## src/rtl/hazard_scoreboard.sv

```systemverilog
// hazard_scoreboard: in-flight write tracker producing per-port forwarding selects and load-use bubbles
module hazard_scoreboard #(
  parameter int STAGES     = 3,
  parameter int REG_BITS   = 5,
  parameter int READ_PORTS = 2,
  parameter int SEL_BITS   = 2,
  parameter int LOAD_LAT   = 2,
  parameter int CNT_BITS   = 16
) (
  input  logic                           clk,
  input  logic                           rst,
  input  logic                           en,
  input  logic                           flush,
  input  logic                           issue_w_en,
  input  logic [REG_BITS-1:0]            issue_req_w,
  input  logic                           issue_is_load,
  input  logic [READ_PORTS*REG_BITS-1:0] rd_req,
  input  logic [READ_PORTS-1:0]          rd_used,
  output logic [READ_PORTS*SEL_BITS-1:0] fwd_sel,
  output logic                           bubble,
  output logic [STAGES-1:0]              pending_mask,
  output logic [CNT_BITS-1:0]            bubble_cnt
);
  logic [STAGES:1]       valid_q, valid_d, load_q, load_d;
  logic [REG_BITS-1:0]   req_q [1:STAGES];
  logic [REG_BITS-1:0]   req_d [1:STAGES];
  logic [CNT_BITS-1:0]   cnt_q, cnt_d;
  logic [SEL_BITS-1:0]   sel;
  logic                  stall;
  assign pending_mask = valid_q;
  assign bubble_cnt   = cnt_q;
  // per port, scan oldest to youngest so the youngest match is the one left standing
  always_comb begin
    fwd_sel = '0;
    bubble  = 1'b0;
    sel     = '0;
    stall   = 1'b0;
    for (int p = 0; p < READ_PORTS; p++) begin
      sel   = '0;
      stall = 1'b0;
      for (int k = STAGES; k >= 1; k--) begin
        if (rd_used[p] && valid_q[k] && rd_req[p*REG_BITS +: REG_BITS] != '0 &&
            req_q[k] == rd_req[p*REG_BITS +: REG_BITS]) begin
          sel   = SEL_BITS'(k);
          stall = load_q[k] && (k < LOAD_LAT);
        end
      end
      fwd_sel[p*SEL_BITS +: SEL_BITS] = stall ? '0 : sel;
      bubble = bubble | stall;
    end
  end
  // shift the scoreboard on advance; a bubble or flush drops a null entry into slot 1
  always_comb begin
    valid_d = valid_q;
    load_d  = load_q;
    req_d   = req_q;
    cnt_d   = cnt_q;
    if (en) begin
      valid_d[1] = issue_w_en && issue_req_w != '0 && !bubble && !flush;
      load_d[1]  = issue_is_load;
      req_d[1]   = issue_req_w;
      for (int k = 2; k <= STAGES; k++) begin
        valid_d[k] = valid_q[k-1];
        load_d[k]  = load_q[k-1];
        req_d[k]   = req_q[k-1];
      end
      cnt_d = (bubble && !flush && cnt_q != '1) ? cnt_q + 1'b1 : cnt_q;
    end
  end
  // state registers with asynchronous clear
  always_ff @(posedge clk or posedge rst) begin
    if (rst) begin
      valid_q <= '0;
      load_q  <= '0;
      req_q   <= '{default: '0};
      cnt_q   <= '0;
    end else begin
      valid_q <= valid_d;
      load_q  <= load_d;
      req_q   <= req_d;
      cnt_q   <= cnt_d;
    end
  end
endmodule

```

## config.mk

```make
export PLATFORM = sky130hd
export DESIGN_NAME = hazard_scoreboard
export DESIGN_NICKNAME = d
export VERILOG_FILES = /design/src/rtl/hazard_scoreboard.sv
export SDC_FILE = /design/constraint.sdc
export NUM_CORES = 1
export LEC_CHECK = 0
export ABC_CLOCK_PERIOD_IN_PS = 3000
export CAP_MARGIN = 20
export CORE_ASPECT_RATIO = 0.9
export CORE_MARGIN = 1.5
export CORE_UTILIZATION = 45
export DETAILED_ROUTE_END_ITERATION = 8
export DONT_BUFFER_PORTS = 1
export PLACE_DENSITY_LB_ADDON = 0.25
export SETUP_SLACK_MARGIN = 0.3
export SYNTH_ARGS = -nofsm -noshare
export SYNTH_HDL_FRONTEND = slang
export SYNTH_SLANG_ARGS = --single-unit
```

## constraint.sdc

```tcl
create_clock -name clk -period 3 [get_ports clk]
set_input_delay 0.6 -clock clk [delete_from_list [all_inputs] [get_ports clk]]
set_output_delay 0.6 -clock clk [all_outputs]
set_load 0.05 [all_outputs]
```

[Yosys cells after proc, flatten, opt, wreduce, memory -nomap -nowiden]
Index checks and enable logic that the tools add are counted.
Widths: inputs -> output; s select.
Storage, ports and cells
  input port bits: 23
  bits in registers: 35
  logic and storage cells: 54
Cells by class
  bitwise gates (word level): 1
  reductions and logical operators: 29
  equal/unequal tests: 7
  multiplexer cells: 10
  $add $sub $neg: 1
Operators by type and width (count)
  $eq 5x5->1: 6
  $logic_and 1x1->1: 23
  $add 16x1->16 const B: 1
  $mux 2: 8
  $ne 16x16->1 const B: 1
  $reduce_bool 5->1: 3
  $logic_not 1->1: 2
  $mux 1: 2
  $reduce_and 2->1: 1
  $or 1x1->1: 1

[Logic depth before layout (Yosys ltp)]
Gate-level depths: netlist of the first run.
  depth after elaboration: 8
  mapped depth: 7

[Least setup slack after synthesis of the first run]
Ideal clock, no wire load.
  kind: input-to-output
  start: input rd_req[9]
  end: output fwd_sel[2]
  arrival: 2.542 ns
  stages: 5
  path slack: -0.142 ns
  buffers on the path: 1
  cell sequence: xnor2_1 -> nand4_1 -> or4_1 -> buf_2 -> o21ai_0
On the way
  longest elaborated chain between the ends: 7
RTL lines
  start: declaration: RTL line 17  | input logic [READ_PORTS*REG_BITS-1:0] rd_req,
  $reduce_bool 5->1: RTL line 42  | if (rd_used[p] && valid_q[k] && rd_req[p*REG_BITS +: REG_BITS] != '0 &&
  $logic_and 1x1->1 (2 in a row): RTL line 42
  $mux 2 (3 in a row): RTL line 42
  $mux 2 (*): RTL line 48  | fwd_sel[p*SEL_BITS +: SEL_BITS] = stall ? '0 : sel;
  end: declaration: RTL line 19  | output logic [READ_PORTS*SEL_BITS-1:0] fwd_sel,
Mark *: on every way between the ends. The rest lies on a longest branch, timed or not.

[Worst setup path after layout of the first run]
  start: register req_q[10] in the netlist's numbering
  end: output bubble
On the way
  longest elaborated chain between the ends: 4
RTL lines
  start: declaration: RTL line 25  | logic [REG_BITS-1:0] req_q [1:STAGES];
  start signal: assignment: RTL line 80  | req_q <= req_d;
  $eq 5x5->1: RTL line 43  | req_q[k] == rd_req[p*REG_BITS +: REG_BITS]) begin
  $logic_and 1x1->1: RTL line 42
  $mux 1: RTL line 42
  $or 1x1->1 (*): RTL line 49  | bubble = bubble | stall;
  end: declaration: RTL line 20  | output logic bubble,
Marks and branches as above.

==> flow_summary_export.csv, run 1 <==
group,metric,value,unit
min_path,min_path_type,"in2async",
cts,htreeDepth,2,
finish,multi_input_area,1080,µm²
grt,grt_overflow,0,
cts,cts_buffers,5,
sta,tns,0,ns
synthesis,yosysWarningCount,0,
finish,regArea,878,µm²
cts,cts_hold_buf,0,
power_and_ir_drop,p_leak,0.902,nW
grt,grt_pass1_wl,6980,µm
grt,use_met3,0.0706,
finish,layout_common_cells,"dfrtp_1 (33), xnor2_1 (25), xor2_1 (20), mux2_2 (19)",
power_and_ir_drop,cellPowerDensity,485,nW/µm²
grt,grt_pass1_vias,1440,
die,coreArea,4130,µm²
routing,vias_per_cell,5.83,
setup_path,worst-path-buf-inv,0,
die,num_io_pins,47,
sta,rsz0062_at_grt,"yes",
routing,route.detailed.drc,0,
grt,grt_util_met2,0.289,
synthesis,synth_compound_area_frac,0.0653,
finish,n_antenna_cell,0,
setup_path,cpLargestDelayFamily,"simple AND/OR/NAND/NOR gates",
synthesis,yosys-top-cells-area,"dfrtp_1 (45%), xnor2_1 (11%), mux2_2 (11%), xor2_1 (9.0%), nand3_1 (3.1%)",
synthesis,synthSimpleGateAreaFrac,0.153,
synthesis,netlist_area,1950,µm²
synthesis,muxShareOfSynthArea,0.109,
placed_design,hpwl,3340,µm
synthesis,ys_seq_elements,35,
finish,final_net_count,211,
setup_path,end_kind,"output port",
synthesis,synth_top_family_by_area,"XOR/XNOR gates",
routing,drt-wirelength-per-cell,17.9,µm
finish,instances_no_fill,236,
grt,grt-busiest-layer,"met2",
cts,cts_tree,"done",
sta,fmax,0.377,GHz
cts,cts.clk_slew.worst_paths,0.07,ns
synthesis,synth-xor-area-share,0.202,
setup_path,criticalPathCategory,"reg2out",
die,fp.dieH,65.5,µm
die,die_area,4750,µm²
grt,grt_antenna_before_repair,0,
synthesis,syn_area_per_cell,11.4,µm²
sta,hold_viol,0,
synthesis,seq_area_frac_synth,0.448,
finish,nFillCells,372,
power_and_ir_drop,max-vdd-ir-drop,0.335,mV
routing,first_pass_iters,4,
setup_path,slowest_stage,"or4_4",
sta,slew_viol_final,0,
synthesis,synthesis.nets,196,
cts,insertion_delay,0.29,ns
sta,setup_viol,0,
grt,grt_start_max_net_pins,21,
placed_design,gp_congestion,0.908,
routing,wirelength,4230,µm
sta,fin_crit_sh,0.885,
sta,finalCriticalPeriod,2.65,ns
routing,drtAntennaViolNets,0,
routing,drt-initial-drc-count,50,
synthesis,synthAdderAreaFrac,0.00640,
placed_design,port_buffers,0,
finish,mostFrequentLayoutCell,"dfrtp_1",
finish,area_delta_synth_final,12.9,%
outcome,status,"finished, final reports clean",
synthesis,syn_inst,172,
setup_path,required,2.40,ns
sta,relSlewSlack,0.550,
cts,cts.sinks,35,
cts,cts_buffer_depth,2,
sta,fin_skew,0.00564,ns
setup_path,worstPathCellList,"xnor2_1 > nand4_1 > or4_4 > and2_4 > nor2b_4",
setup_path,worstSetupStartpointType,"flip-flop",
routing,vias,1377,
setup_path,crit_path_max_fanout,5,
die,initial_core_util,0.473,
synthesis,synth_cell_types,30,
synthesis,yosysTopAreaCell,"dfrtp_1",
grt,use_met1,0.273,
flow_run,maxCapViolCount,0,
die,rows,22,
cts,cts_root_buf,"clkbuf_8",
setup_path,worstPathArrival,2.05,ns
placed_design,placed_cells,227,
setup_path,critical-path-max-stage-delay,0.52,ns
die,die_w,72.5,µm
grt,grt_usage,0.199,
finish,drive_above_1_share,0.266,
synthesis,yosysTopAreaCellShare,0.448,
sta,tightest_slew,0.674,ns
[per-layer routing]
metal | wire [µm] | up-vias
met2 | 1880 | 41
met4 | 55 | 0
met5 | 0 | -
met3 | 313 | 4
met1 | 1980 | 686
li1 | - | 646
[synth_stat cells]
cell       instances
nor2_1             2
nand4b_1           1
nor3_1             3
nand4_1            8
nor4_1             6
xor2_1            20
nand3_1           12
nor2b_1            2
nand2_1            5
and2_1             3
mux2_2            19
and4_1             1
xnor2_1           25
nor4_2             1
o22ai_1            1
o211ai_1           3
or4_1              4
inv_1              4
a2111oi_4          1
a21oi_1            1
buf_2              1
o21ai_0            3
o2111ai_2          1
dfrtp_1           35
a211oi_4           1
clkbuf_1           3
ha_1               1
and3_1             3
o21a_1             1
o21ai_2            1
[power by group]
| group | switching [W] | internal, W |
|---|---|---|
| Clock | 0.000174 | 0.000162 |
| Combinational | 0.0000635 | 0.0000856 |
| Sequential | 0.0000763 | 0.000509 |
[timing repair]
action,in CTS,in global routing
buffers inserted,0,1
resized for setup,6,2
setup endpoints to repair,1,3
[path summary, 6_finish.rpt]
| kind | from | to | slack, ns | cells past startpoint |
|---|---|---|---|---|
| min in group clk | en | pending_mask[0]$_DFFE_PP0P_ | 0.41 | 1 |
| max in group asynchronous | rst | req_q[13]$_DFFE_PP0P_ | 2.00 | 2 |
| worst min register to register | req_q[0]$_DFFE_PP0P_ | req_q[0]$_DFFE_PP0P_ | 0.59 | 1 |
| worst min-delay path | rst | bubble_cnt[1]$_DFFE_PP0P_ | 0.29 | 1 |
| worst max register to register | bubble_cnt[0]$_DFFE_PP0P_ | bubble_cnt[13]$_DFFE_PP0P_ | 0.60 | 6 |
| worst max-delay path | req_q[10]$_DFFE_PP0P_ | bubble | 0.35 | 5 |
[through the flow]
stage	area (µm²)	total power, W	utilization	hold slack, ns	setup slack, ns
detailed placement	2090	0.000738	0.505	0.578	0.263
finish	2210	0.00107	0.535	0.287	0.346
CTS	2190	0.00107	0.529	0.316	0.323
floorplan	1960	0.000700	-	0.544	0.217
global route	2210	0.00112	0.535	0.348	0.280
global placement	2090	0.000728	0.505	0.565	0.267
[flip-flops by register name, indices dropped and copies added, names as in the netlist]
register / cells
pending_mask: 3
load_q: 1
bubble_cnt: 16
req_q: 15
[kinds of logic after synthesis]
family          Yosys count
simple gates             51
xor+xnor                 45
flops                    35
mux                      19
compound gates           13
buf+inv                   8
fa+ha+maj                 1
[area by class of cell]
| class | instances | share of cell area |
|---|---|---|
| Clock buffer | 6 | 0.0329 |
| Clock inverter | 2 | 0.00567 |
| Inverter | 4 | 0.00680 |
| Multi-Input combinational cell | 129 | 0.489 |
| Sequential cell | 35 | 0.398 |
| Tap cell | 48 | 0.0272 |
| Timing Repair Buffer | 12 | 0.0408 |
Power figures use the tool's default switching activity.
==> run 2: changes to the inputs <==
CELL_PAD_IN_SITES_DETAIL_PLACEMENT = 0   (was unset)
CELL_PAD_IN_SITES_GLOBAL_PLACEMENT = 1   (was unset)
==> flow_summary_export.csv, run 2 (synthesis results as in run 1) <==
group,metric,value,unit
grt,grt_usage,0.207,
power_and_ir_drop,seqPwrFrac,0.544,
setup_path,worst-path-buf-inv,0,
routing,vias_per_cell,6.03,
power_and_ir_drop,p_total,0.00107,W
sta,relSlewSlack,0.525,
routing,route.detailed.drc,0,
finish,largest_reg_flops,16,
routing,vias,1440,
die,fp.dieH,65.5,µm
cts,cts_root_buf,"clkbuf_8",
power_and_ir_drop,power.share.switching,0.290,
sta,tightest_slew,0.712,ns
sta,slew_viol_final,0,
sta,fin_crit_sh,0.887,
grt,grt_overflow,0,
power_and_ir_drop,power.switching,0.000311,W
die,rows,22,
outcome,status,"finished, final reports clean",
power_and_ir_drop,cellPowerDensity,481,nW/µm²
power_and_ir_drop,combPwrFrac,0.146,
min_path,min_path_type,"in2async",
power_and_ir_drop,pwr-share-clk,0.310,
setup_path,cpLargestDelayFamily,"simple AND/OR/NAND/NOR gates",
finish,n_antenna_cell,0,
finish,instances_no_fill,239,
setup_path,criticalPathCategory,"reg2out",
sta,tns,0,ns
cts,insertion_delay,0.29,ns
die,coreArea,4130,µm²
sta,finalCriticalPeriod,2.66,ns
routing,first_pass_iters,4,
power_and_ir_drop,p_leak,0.920,nW
finish,layout_common_cells,"dfrtp_1 (34), xnor2_1 (25), xor2_1 (20), mux2_2 (19), buf_4 (14)",
finish,final_net_count,214,
grt,grt_antenna_before_repair,0,
die,die_w,72.5,µm
finish,mostFrequentLayoutCell,"dfrtp_1",
cts,cts_hold_buf,0,
routing,drt-initial-drc-count,85,
placed_design,gp_congestion,0.920,
power_and_ir_drop,internal-power,0.000761,W
routing,drt-wirelength-per-cell,18.7,µm
die,die_area,4750,µm²
sta,rsz0062_at_grt,"yes",
sta,setup_viol,0,
cts,cts_buffer_depth,2,
setup_path,slowest_stage,"or4_4",
grt,grt_pass1_vias,1484,
finish,area_delta_synth_final,14.1,%
setup_path,crit_path_max_fanout,4,
routing,drtAntennaViolNets,0,
routing,wirelength,4480,µm
sta,fmax,0.376,GHz
setup_path,worstSetupStartpointType,"flip-flop",
placed_design,port_buffers,0,
die,initial_core_util,0.473,
placed_design,hpwl,3410,µm
cts,cts_buffers,5,
sta,hold_viol,0,
power_and_ir_drop,max-vdd-ir-drop,0.249,mV
die,num_io_pins,47,
cts,htreeDepth,2,
setup_path,worstPathArrival,2.06,ns
grt,grt_start_max_net_pins,21,
cts,cts_tree,"done",
setup_path,end_kind,"output port",
setup_path,required,2.40,ns
flow_run,maxCapViolCount,0,
setup_path,critical-path-max-stage-delay,0.52,ns
cts,cts.clk_slew.worst_paths,0.07,ns
setup_path,worstPathCellList,"xnor2_1 > nand4_1 > or4_4 > and2_4 > nor2b_4",
sta,fin_skew,0.00422,ns
grt,grt_pass1_wl,7370,µm
cts,cts.sinks,35,
finish,drive_above_1_share,0.272,
placed_design,placed_cells,227,
run 2: layout make-up:
cell class | instances | area (µm²)
well taps | 48 | 60.1
clock inverters | 2 | 12.5
clock buffers | 6 | 72.6
flip-flops and latches | 35 | 877
multi-input cells | 129 | 1080
inverters | 4 | 15.0
fillers | 382 | 1900
repair buffers | 15 | 116
run 2: final timing paths:
kind | from | slack (ns) | end | cells after the start
worst max register to register | req_q[12]$_DFFE_PP0P_ | 0.62 | bubble_cnt[1]$_DFFE_PP0P_ | 6
worst min register to register | pending_mask[0]$_DFFE_PP0P_ | 0.58 | pending_mask[0]$_DFFE_PP0P_ | 2
worst min-delay path | rst | 0.31 | bubble_cnt[0]$_DFFE_PP0P_ | 1
min in group clk | en | 0.42 | pending_mask[0]$_DFFE_PP0P_ | 1
max in group asynchronous | rst | 1.95 | req_q[12]$_DFFE_PP0P_ | 2
worst max-delay path | req_q[12]$_DFFE_PP0P_ | 0.34 | bubble | 5
run 2: power groups by stage:
stage               logic, W  clock network (W)  registers (W)
floorplan           0.000124                  0       0.000577
global placement    0.000138                  0       0.000590
detailed placement  0.000144                  0       0.000592
CTS                 0.000155           0.000343       0.000581
global route        0.000174           0.000360       0.000587
finish              0.000157           0.000332       0.000583
run 2: what timing repair did:
| item | CTS | global route |
|---|---|---|
| pin swaps | 0 | 1 |
| gates cloned | 0 | 0 |
| setup buffers | 3 | 1 |
| gates resized for setup | 4 | 4 |
| endpoints found under the setup margin | 2 | 3 |
run 2: metal layers:
| layer | up-vias | routed length (µm) | global-route usage |
|---|---|---|---|
| li1 | 655 | - | - |
| met1 | 718 | 2100 | 0.295 |
| met2 | 56 | 1950 | 0.301 |
| met3 | 11 | 366 | 0.0644 |
| met4 | 0 | 69 | 0.0613 |
| met5 | - | 0 | 0 |
run 2: stage by stage:
step	utilization	area [µm²]	hold slack, ns	setup slack [ns]
after floorplan	-	1960	0.544	0.217
after global placement	0.505	2090	0.562	0.288
after detailed placement	0.505	2090	0.568	0.245
after CTS	0.534	2210	0.312	0.307
after global routing	0.540	2230	0.358	0.296
final	0.540	2230	0.307	0.338
==> run 3: changes to the inputs <==
ABC_AREA = 1   (was unset)
CORE_UTILIZATION = 44   (was 45)
==> flow_summary_export.csv, run 3 <==
group,metric,value,unit
outcome,status,"finished, final reports clean",
grt,grt_pass1_wl,10300,µm
setup_path,worstPathArrival,1.92,ns
sta,fmax,0.397,GHz
finish,regArea,876,µm²
synthesis,synth_flop_cell,"dfrtp_1",
die,initial_core_util,0.458,
grt,grt_overflow,0,
cts,cts_setup_buffers,0,
sta,fin_skew,0.00699,ns
power_and_ir_drop,power.share.switching,0.298,
setup_path,worst-path-buf-inv,1,
setup_path,crit_top_cell,"nand2_1",
setup_path,cpLargestDelayFamily,"simple AND/OR/NAND/NOR gates",
finish,largest_reg_flops,16,
synthesis,syn_inst,363,
setup_path,critical-path-max-stage-delay,0.43,ns
grt,grt_pass1_vias,2057,
power_and_ir_drop,cellPowerDensity,442,nW/µm²
die,die_w,81.0,µm
die,die_area,5920,µm²
grt,grt_start_max_net_pins,52,
die,rows,25,
power_and_ir_drop,power.switching,0.000340,W
synthesis,syn_area_per_cell,6.63,µm²
placed_design,hpwl,4810,µm
sta,fin_crit_sh,0.839,
cts,cts_tree,"done",
synthesis,yosysWarningCount,0,
finish,area_delta_synth_final,7.28,%
setup_path,worstPathCellList,"buf_4 > o211ai_1 > nor3_1 > nand2_1 > nand3_1 > nand2_1",
die,coreArea,5260,µm²
routing,vias_per_cell,5.38,
finish,multi_input_area,1280,µm²
synthesis,yosysMostFrequentCell,"nand2_1",
synthesis,yosys-top-cells-count,"nand2_1 (139), inv_1 (45), dfrtp_1 (35)",
power_and_ir_drop,seqPwrFrac,0.467,
power_and_ir_drop,max-vdd-ir-drop,0.255,mV
cts,cts_root_buf,"clkbuf_8",
routing,drtAntennaViolNets,0,
synthesis,seq_area_frac_synth,0.364,
power_and_ir_drop,p_leak,1.28,nW
synthesis,synth-async-reset-ratio,1.00,
cts,insertion_delay,0.29,ns
routing,first_pass_iters,5,
finish,drive_above_1_share,0.0707,
synthesis,netlist_area,2410,µm²
routing,wirelength,6500,µm
finish,layout_common_cells,"nand2_1 (139), inv_1 (45), dfrtp_1 (35), nor2_1 (29), nand4_1 (24)",
routing,vias,2339,
min_path,min_path_type,"in2async",
synthesis,ys_seq_elements,35,
setup_path,criticalPathCategory,"reg2out",
finish,mostFrequentLayoutCell,"nand2_1",
cts,cts_resized,0,
synthesis,yosys-top-cells-area,"dfrtp_1 (36%), nand2_1 (22%), inv_1 (7.0%), nand4_1 (6.2%), nor2_1 (4.5%)",
cts,cts.sinks,35,
grt,grt_usage,0.233,
cts,cts_buffers,5,
power_and_ir_drop,pwr-share-clk,0.387,
flow_run,maxCapViolCount,0,
setup_path,required,2.40,ns
sta,rsz0062_at_grt,"no",
power_and_ir_drop,combPwrFrac,0.146,
sta,tns,0,ns
routing,drt-initial-drc-count,241,
sta,finalCriticalPeriod,2.52,ns
sta,tightest_slew,0.627,ns
synthesis,synthesis.nets,387,
sta,hold_viol,0,
setup_path,end_kind,"output port",
finish,n_antenna_cell,0,
cts,htreeDepth,2,
placed_design,gp_congestion,0.946,
grt,grt_antenna_before_repair,0,
synthesis,yosysTopAreaCell,"dfrtp_1",
power_and_ir_drop,internal-power,0.000801,W
cts,cts_hold_buf,0,
routing,route.detailed.drc,0,
die,fp.dieH,73.2,µm
setup_path,worstSetupStartpointType,"flip-flop",
sta,relSlewSlack,0.582,
synthesis,synth_edf_count,0,
die,num_io_pins,47,
finish,final_net_count,391,
sta,hold_ws,0.294,ns
sta,slew_viol_final,0,
setup_path,crit_path_max_fanout,5,
setup_path,slowest_stage,"nor3_1",
sta,setup_viol,0,
synthesis,yosysTopAreaCellShare,0.364,
routing,drt-wirelength-per-cell,14.9,µm
cts,cts_buffer_depth,2,
placed_design,port_buffers,0,
finish,nFillCells,553,
cts,cts.clk_slew.worst_paths,0.08,ns
synthesis,synth_cell_types,27,
-- run 3: cell types whose count changed after synthesis, moves of 6 or more --
cell,delta
xnor2_1,-21
nand2_1,+134
o21ai_0,+16
nor2_1,+27
nand4_1,+16
nor4_1,-6
inv_1,+41
xor2_1,-12
mux2_2,-19
-- run 3: stage by stage --
step / worst slack (ns) / total power [W] / instances / utilization / cell area (µm²)
2_1_floorplan: 0.537 / 0.000669 / 363 / - / 2410
3_3_place_gp: 0.692 / 0.000706 / 427 / 0.470 / 2470
3_5_place_dp: 0.654 / 0.000707 / 427 / 0.470 / 2470
4_1_cts: 0.525 / 0.00115 / 435 / 0.491 / 2580
5_1_grt: 0.343 / 0.00120 / 435 / 0.491 / 2580
6_report: 0.482 / 0.00114 / 435 / 0.491 / 2580
-- run 3: layer usage --
layer	track usage	vias to the layer above	part of all wire
li1	-	1160	-
met1	0.366	1061	0.49
met4	0.0766	0	0.014
met2	0.294	109	0.39
met5	0	-	0
met3	0.0700	9	0.11
-- run 3: worst register-to-register path, delay by kind of cell (launching register included) --
kind	cells	cell delay, ns
adders and majority gates	1	0.39
buffers and inverters	1	0.28
DFF	1	0.62
and+or+nand+nor	7	0.89
-- run 3: kinds of logic after synthesis --
group,Yosys count,synth area share
AO/OA/AOI/OAI,34,0.0769
AND/OR/NAND/NOR,223,0.405
adder cells (fa/ha/maj),1,0.00520
XOR/XNOR,12,0.0437
buffers and inverters,58,0.106
flip-flops,35,0.364
-- run 3: area by class of cell --
| cell class | instances | share of cell area |
|---|---|---|
| multi-input combinational | 270 | 0.495 |
| sequential | 35 | 0.339 |
| inverter | 48 | 0.0698 |
| tap | 67 | 0.0325 |
| clock buffer | 5 | 0.0266 |
| timing repair buffer | 7 | 0.0203 |
| clock inverter | 3 | 0.0170 |
-- run 3: worst paths after layout --
kind                                                  start                         end  slack (ns)  depth (start not counted)
worst max-delay path            pending_mask[1]$_DFFE_PP0P_                  fwd_sel[2]        0.48                          6
worst min-delay path                                    rst        req_q[9]$_DFFE_PP0P_        0.29                          2
worst max register to register    bubble_cnt[0]$_DFFE_PP0P_   bubble_cnt[6]$_DFFE_PP0P_        0.76                          9
worst min register to register        req_q[14]$_DFFE_PP0P_        req_q[9]$_DFFE_PP0P_        0.53                          2
max in group asynchronous                               rst  bubble_cnt[13]$_DFFE_PP0P_        2.37                          2
min in group clk                                         en       req_q[13]$_DFFE_PP0P_        0.41                          1
-- run 3: power by group through the flow --
stage / Sequential, W / Clock, W / Combinational [W]
global placement: 0.000542 / 0 / 0.000165
CTS: 0.000532 / 0.000454 / 0.000166
finish: 0.000533 / 0.000441 / 0.000167
detailed placement: 0.000541 / 0 / 0.000166
floorplan: 0.000548 / 0 / 0.000121
global route: 0.000536 / 0.000474 / 0.000191
